### src/rtl/mem_stage_lsu.sv
// MEM-stage load/store unit: request/grant/response handshake with data memory,
// stalls the pipeline for the access and returns aligned, extended load data.
module mem_stage_lsu #(
  parameter int ADDR_W = 32,
  parameter int DATA_W = 32
) (
  input  logic              clk,
  input  logic              rst,
  input  logic              ex_valid,
  input  logic              ex_load,
  input  logic              ex_store,
  input  logic [2:0]        ex_funct3,
  input  logic [ADDR_W-1:0] ex_addr,
  input  logic [DATA_W-1:0] ex_wdata,
  output logic              stall,
  output logic              dm_req,
  output logic              dm_we,
  output logic [ADDR_W-1:0] dm_addr,
  output logic [3:0]        dm_wstrb,
  output logic [DATA_W-1:0] dm_wdata,
  input  logic              dm_gnt,
  input  logic              dm_rvalid,
  input  logic [DATA_W-1:0] dm_rdata,
  output logic              wb_valid,
  output logic [DATA_W-1:0] wb_rdata,
  output logic              misalign
);

  typedef enum logic [1:0] {S_IDLE, S_REQ, S_WAIT} state_t;

  state_t            r_state, w_next;
  logic              w_start, w_mis, w_go, w_mis_start;
  logic [1:0]        w_size, w_off;
  logic [ADDR_W-1:0] r_addr;
  logic [1:0]        r_size;
  logic              r_uns, r_we;
  logic [DATA_W-1:0] r_wdata;
  logic [3:0]        r_wstrb;
  logic              r_wb_valid, r_misalign;
  logic [DATA_W-1:0] r_wb_rdata;

  function automatic logic [3:0] lane_strb(input logic [1:0] size, input logic [1:0] off);
    case (size)
      2'd0:    return 4'b0001 << off;
      2'd1:    return off[1] ? 4'b1100 : 4'b0011;
      default: return 4'b1111;
    endcase
  endfunction

  function automatic logic [DATA_W-1:0] lane_data(input logic [1:0] size, input logic [DATA_W-1:0] d);
    case (size)
      2'd0:    return {4{d[7:0]}};
      2'd1:    return {2{d[15:0]}};
      default: return d;
    endcase
  endfunction

  function automatic logic [DATA_W-1:0] load_extract(input logic [DATA_W-1:0] rdata,
                                                     input logic [1:0] size, input logic uns,
                                                     input logic [1:0] off);
    logic [DATA_W-1:0] sh;
    sh = rdata >> {off, 3'b000};
    case (size)
      2'd0:    return {{24{~uns & sh[7]}}, sh[7:0]};
      2'd1:    return {{16{~uns & sh[15]}}, sh[15:0]};
      default: return sh;
    endcase
  endfunction

  assign w_size      = ex_funct3[1:0];
  assign w_off       = ex_addr[1:0];
  assign w_start     = ex_valid & (ex_load | ex_store);
  assign w_mis       = (w_size == 2'd1) ? w_off[0] : (w_size[1] ? (w_off != 2'd0) : 1'b0);
  assign w_go        = (r_state == S_IDLE) & w_start & ~w_mis;
  assign w_mis_start = (r_state == S_IDLE) & w_start & w_mis;

  always_ff @(posedge clk or posedge rst) begin
    if (rst) r_state <= S_IDLE;
    else     r_state <= w_next;
  end

  always_comb begin
    w_next = r_state;
    case (r_state)
      S_IDLE:  if (w_go) w_next = S_REQ;
      S_REQ:   if (dm_gnt) w_next = S_WAIT;
      S_WAIT:  if (dm_rvalid) w_next = S_IDLE;
      default: w_next = S_IDLE;
    endcase
  end

  // Handshake outputs; stall releases in the cycle the response arrives.
  always_comb begin
    dm_req = 1'b0;
    stall  = 1'b0;
    case (r_state)
      S_IDLE:  stall = w_go & ~rst;
      S_REQ:   begin dm_req = 1'b1; stall = 1'b1; end
      S_WAIT:  stall = ~dm_rvalid;
      default: stall = 1'b0;
    endcase
  end

  always_ff @(posedge clk or posedge rst) begin
    if (rst) begin
      r_addr     <= '0;
      r_size     <= '0;
      r_uns      <= 1'b0;
      r_we       <= 1'b0;
      r_wdata    <= '0;
      r_wstrb    <= '0;
      r_wb_valid <= 1'b0;
      r_wb_rdata <= '0;
      r_misalign <= 1'b0;
    end else begin
      r_misalign <= w_mis_start;
      r_wb_valid <= (r_state == S_WAIT) & dm_rvalid;
      if (w_go) begin
        r_addr  <= ex_addr;
        r_size  <= w_size;
        r_uns   <= ex_funct3[2];
        // A load wins when both load and store flags are set.
        r_we    <= ex_store & ~ex_load;
        r_wdata <= lane_data(w_size, ex_wdata);
        r_wstrb <= (ex_store & ~ex_load) ? lane_strb(w_size, w_off) : 4'b0000;
      end
      if ((r_state == S_WAIT) & dm_rvalid)
        r_wb_rdata <= r_we ? '0 : load_extract(dm_rdata, r_size, r_uns, r_addr[1:0]);
    end
  end

  assign dm_we    = r_we;
  assign dm_addr  = {r_addr[ADDR_W-1:2], 2'b00};
  assign dm_wstrb = r_wstrb;
  assign dm_wdata = r_wdata;
  assign wb_valid = r_wb_valid;
  assign wb_rdata = r_wb_rdata;
  assign misalign = r_misalign;

endmodule
### config.mk
export PLATFORM = sky130hd
export DESIGN_NAME = mem_stage_lsu
export DESIGN_NICKNAME = d
export VERILOG_FILES = /design/src/rtl/mem_stage_lsu.sv
export SDC_FILE = /design/constraint.sdc
export NUM_CORES = 1
export LEC_CHECK = 0
export ABC_CLOCK_PERIOD_IN_PS = 6360
export CORE_MARGIN = 2
export CORE_UTILIZATION = 48
export CTS_BUF_LIST = sky130_fd_sc_hd__clkbuf_2 sky130_fd_sc_hd__clkbuf_4 sky130_fd_sc_hd__clkbuf_8
export CTS_CLUSTER_SIZE = 16
export DETAILED_ROUTE_END_ITERATION = 8
export MAX_ROUTING_LAYER = met4
export PLACE_DENSITY = 0.88
export SLEW_MARGIN = 10
export SYNTH_ARGS = -nofsm -noshare
export SYNTH_HDL_FRONTEND = slang
export SYNTH_SLANG_ARGS = --single-unit
### constraint.sdc
create_clock -name clk -period 6.36 [get_ports clk]
set_clock_uncertainty 0.05 [all_clocks]
set_input_delay 1.272 -clock clk [delete_from_list [all_inputs] [get_ports clk]]
set_output_delay 1.272 -clock clk [all_outputs]
set_load 0.01 [all_outputs]
==> metrics.log <==
INFO  metric worstRegToRegCells = 5
INFO  metric leakagePower = 3.06 nW
INFO  metric tightest_slew = 0.828 ns
INFO  metric synth-simple-area-share = 5.19%
INFO  metric p_sw = 0.923 mW
INFO  metric cp.buffers_inverters = 3
INFO  metric critical_path.top_delay_family = buffers and inverters
INFO  metric multiplexer_area_fraction_after_synthesis = 25.6%
INFO  metric clk-insertion-delay-late = 0.36 ns
INFO  metric max_cap_viol_count = 0
INFO  metric part_of_the_total_power_dissipated_in_the_clock_network = 13.6%
INFO  metric place.detailed.hpwl = 9.94 mm
INFO  metric die_area = 11800 um2
INFO  metric tritoncts.num_buffers = 9
INFO  metric drt_iter0_drc = 132
INFO  metric hold_viol = 0
INFO  metric firstDrtPassIters = 5
INFO  metric yosys.cell_types.count = 33
INFO  metric result_of_the_run = finished, final reports clean
INFO  metric setup_viol_count_final = 0
INFO  metric highest_layer = met4
INFO  metric finalWorstSetupSlack = 1.74 ns
INFO  metric yosysSeqAreaShare = 51.4%
INFO  metric postSynthRegisterBits = 108
INFO  metric endpoint_kind = output port
INFO  metric timing.critical_path.cells = clkdlybuf4s50_1 -> buf_4 -> a21o_1 -> o21ai_0 -> nand2b_1 -> o221ai_1 -> clkdlybuf4s50_1
INFO  metric fin_crit = 4.62 ns
INFO  metric worstSetupStartpointType = input pin
INFO  metric internal_power = 1.90 mW
INFO  metric multi_input_comb_area = 2160 um2
INFO  metric track_usage = 24.0%
INFO  metric sequential_share_of_power = 39.8%
INFO  metric core-area = 10700 um2
INFO  metric design.portCount = 211
INFO  metric synthAdderAreaFrac = 0%
INFO  metric power.density = 383 nW/um2
INFO  metric num-nets-final = 695
INFO  metric cts_tree = yes
INFO  metric starting_density_of_the_core = 48.9%
INFO  metric worstHoldPathType = flip-flop to flip-flop
INFO  metric final_critical_path_share_of_the_clock_period = 72.6%
INFO  metric antenna_violations_before_repair = 0
INFO  metric drv_slew = 0
INFO  metric n_fill_cell = 803
INFO  metric portBuffers = 208
INFO  metric largest_family_of_logic_cells_by_synthesized_area = multiplexers
INFO  metric post_synth_xor_area_fraction = 0.167%
INFO  metric routed-wl-met3 = 1.18 mm
INFO  metric cell_chosen_for_the_clock_root = clkbuf_8
INFO  metric max_stage_delay_cell_worst_path = clkdlybuf4s50_1
INFO  metric netlist.top_cell.by_area = dfrtp_1
INFO  metric cts.clk_slew.worst_paths = 0.10 ns
INFO  metric path_max_fanout = 13
INFO  metric met1Wirelength = 5.39 mm
INFO  metric timing.setup.tns = 0 ns
INFO  metric fmax = 217 MHz
INFO  metric die_height = 109 um
INFO  metric synth-compound-area-share = 10.1%
INFO  metric crit_top_cell = clkdlybuf4s50_1
INFO  metric wire_per_inst = 18.4 um
INFO  metric floorplan_die_width = 109 um
INFO  metric drive_above_1_share = 20.9%
INFO  metric synthesis.yosys.warnings = 0
INFO  metric vdd_ir_drop_max = 0.227 mV
INFO  metric netlist_instances = 421
INFO  metric synth_top_cells_by_area = dfrtp_1 (51%), mux2_2 (20%), mux2i_1 (4.8%), buf_4 (4.6%), o21ai_0 (3.3%)
INFO  metric detail_route.vias_per_cell = 5.38
INFO  metric insertedDiodeCount = 0
INFO  metric crit_required = 5.04 ns
INFO  metric ctsHoldBuffers = 0
INFO  metric swShare = 32.7%
INFO  metric post_synth_instance_area = 5250 um2
INFO  metric combPwrFrac = 46.5%
INFO  metric grt_start_max_net_pins = 67
INFO  metric route.final.wire_length = 13.5 mm
INFO  metric delay_of_the_slowest_cell_on_the_worst_path = 0.58 ns
INFO  metric cell_rows = 38
INFO  metric grt_pass1_vias = 4250
INFO  metric gp_congestion = 0.796
INFO  metric route.detailed.drc = 0
INFO  metric yosysTopAreaCellShare = 51.4%
INFO  metric cts-htree-levels = 3
INFO  metric critPathKind = input pin to output port
INFO  metric cell_depth_of_the_worst_hold_path = 2
INFO  metric unrepaired_setup_endpoints_after_global_routing = false
INFO  metric grt_first_pass_wirelength = 21.1 mm
INFO  metric syn2layout_area_growth = 40.3%
INFO  metric dr_wl_met2 = 6.67 mm
INFO  metric syn_avg_cell_area = 12.5 um2
INFO  metric cts.sink_count = 108
INFO  metric post-layout-total-power = 2.82 mW
INFO  metric drt.antenna.violating_nets = 0
INFO  metric critical_path_depth = 7
INFO  metric seq_area = 2700 um2
INFO  metric pre_cts_ws = 1.75 ns
INFO  metric max_slew_margin = 44.8%
INFO  metric dr_total_vias = 3948
INFO  metric postCtsResizedCells = 0
INFO  metric cts_setup_buffers = 0
INFO  metric clk_path_buf_depth = 2
INFO  metric arrival_time_at_the_worst_endpoint = 3.29 ns
INFO  metric globalRouteOverflowTotal = 0
## power groups by stage
| stage | registers [mW] | logic (mW) | clock network, mW |
|---|---|---|---|
| floorplan | 1.18 | 0.647 | 0 |
| global placement | 1.12 | 1.29 | 0 |
| detailed placement | 1.14 | 1.32 | 0 |
| CTS | 1.13 | 1.32 | 0.395 |
| global route | 1.16 | 1.41 | 0.428 |
| finish | 1.12 | 1.31 | 0.385 |
## cell usage after synthesis, drive strengths merged
cell type and number:
a21o 1, a21oi 10, a221o 16, a22o 8, and2b 1, buf 50
clkbuf 9, conb 1, dfrtp 108, inv 5, mux2 93, mux2i 25
mux4 2, nand2 24, nand2b 4, nand3b 10, nand4bb 1, nor2 4
nor2b 1, nor3 1, nor3b 2, o211a 1, o211ai 2, o21ai 35
o21bai 1, o221ai 1, o2bb2ai 2, or2 1, or3 1, xnor2 1
## worst reg2reg max path: stages, from the launching register on
cell,delay [ns]
dfrtp_1,0.43
nor2_1,0.15
o211ai_1,0.17
and2b_2,0.82
buf_4,0.49
mux2_2,0.41
## cell type report
| type | instances | area share (%) |
|---|---|---|
| multi-input combinational | 250 | 29.3 |
| sequential | 108 | 36.7 |
| inverter | 5 | 0.289 |
| clock inverter | 7 | 0.696 |
| timing repair buffer | 215 | 29.0 |
| clock buffer | 9 | 1.68 |
| tap | 140 | 2.38 |
## stage by stage
step / cells / hold slack (ns) / area [um2] / utilization (%)
after detailed placement: 718 / 0.420 / 7200 / 67.0
after CTS: 734 / 0.443 / 7370 / 68.6
final: 734 / 0.437 / 7370 / 68.6
after global placement: 718 / 0.417 / 7200 / 67.0
after global routing: 734 / 0.466 / 7370 / 68.6
after floorplan: 422 / 0.432 / 5260 / -
## cell families after synthesis
kind of cell / after synthesis
DFF: 108
other: 1
xor gates and xnor gates: 1
and+or+nand+nor: 50
muxes: 120
buffers and inverters: 64
AOI/OAI and AO/OA: 77
## final timing paths
kind                              start           end  slack (ns)
setup / recovery           ex_funct3[0]         stall        1.74
hold / removal             wb_rdata[11]  wb_rdata[11]        0.44
setup reg to reg             r_state[1]   dm_wdata[3]        3.74
hold reg to reg            wb_rdata[11]  wb_rdata[11]        0.44
max in group asynchronous           rst    r_addr[17]        3.83
min in group asynchronous           rst    r_state[0]        1.39
## state kept, by name, indices dropped and copies added, names as in the netlist
register	flops
misalign	1
dm_wstrb	4
r_addr	32
r_uns	1
r_state	2
dm_we	1
wb_valid	1
wb_rdata	32
r_size	2
dm_wdata	32
## cell usage in the layout, fill, tap and decap left out, types with 7 or more instances in the layout
cell	netlist	final
clkdlybuf4s50_1	0	208
mux2_2	93	93
clkbuf_8	0	9
nand2_1	24	24
nand3b_1	10	10
mux2i_1	25	25
o21ai_0	35	35
dfrtp_1	108	108
a22o_1	8	8
a21oi_1	10	10
buf_4	32	7
a221o_1	16	16
## routing by layer
layer,up-vias,track usage (%)
li1,1819,-
met3,16,7.17
met1,1954,28.1
met5,-,-
met4,0,8.06
met2,159,39.6
Note: power is estimated with default switching activity, not from simulation.
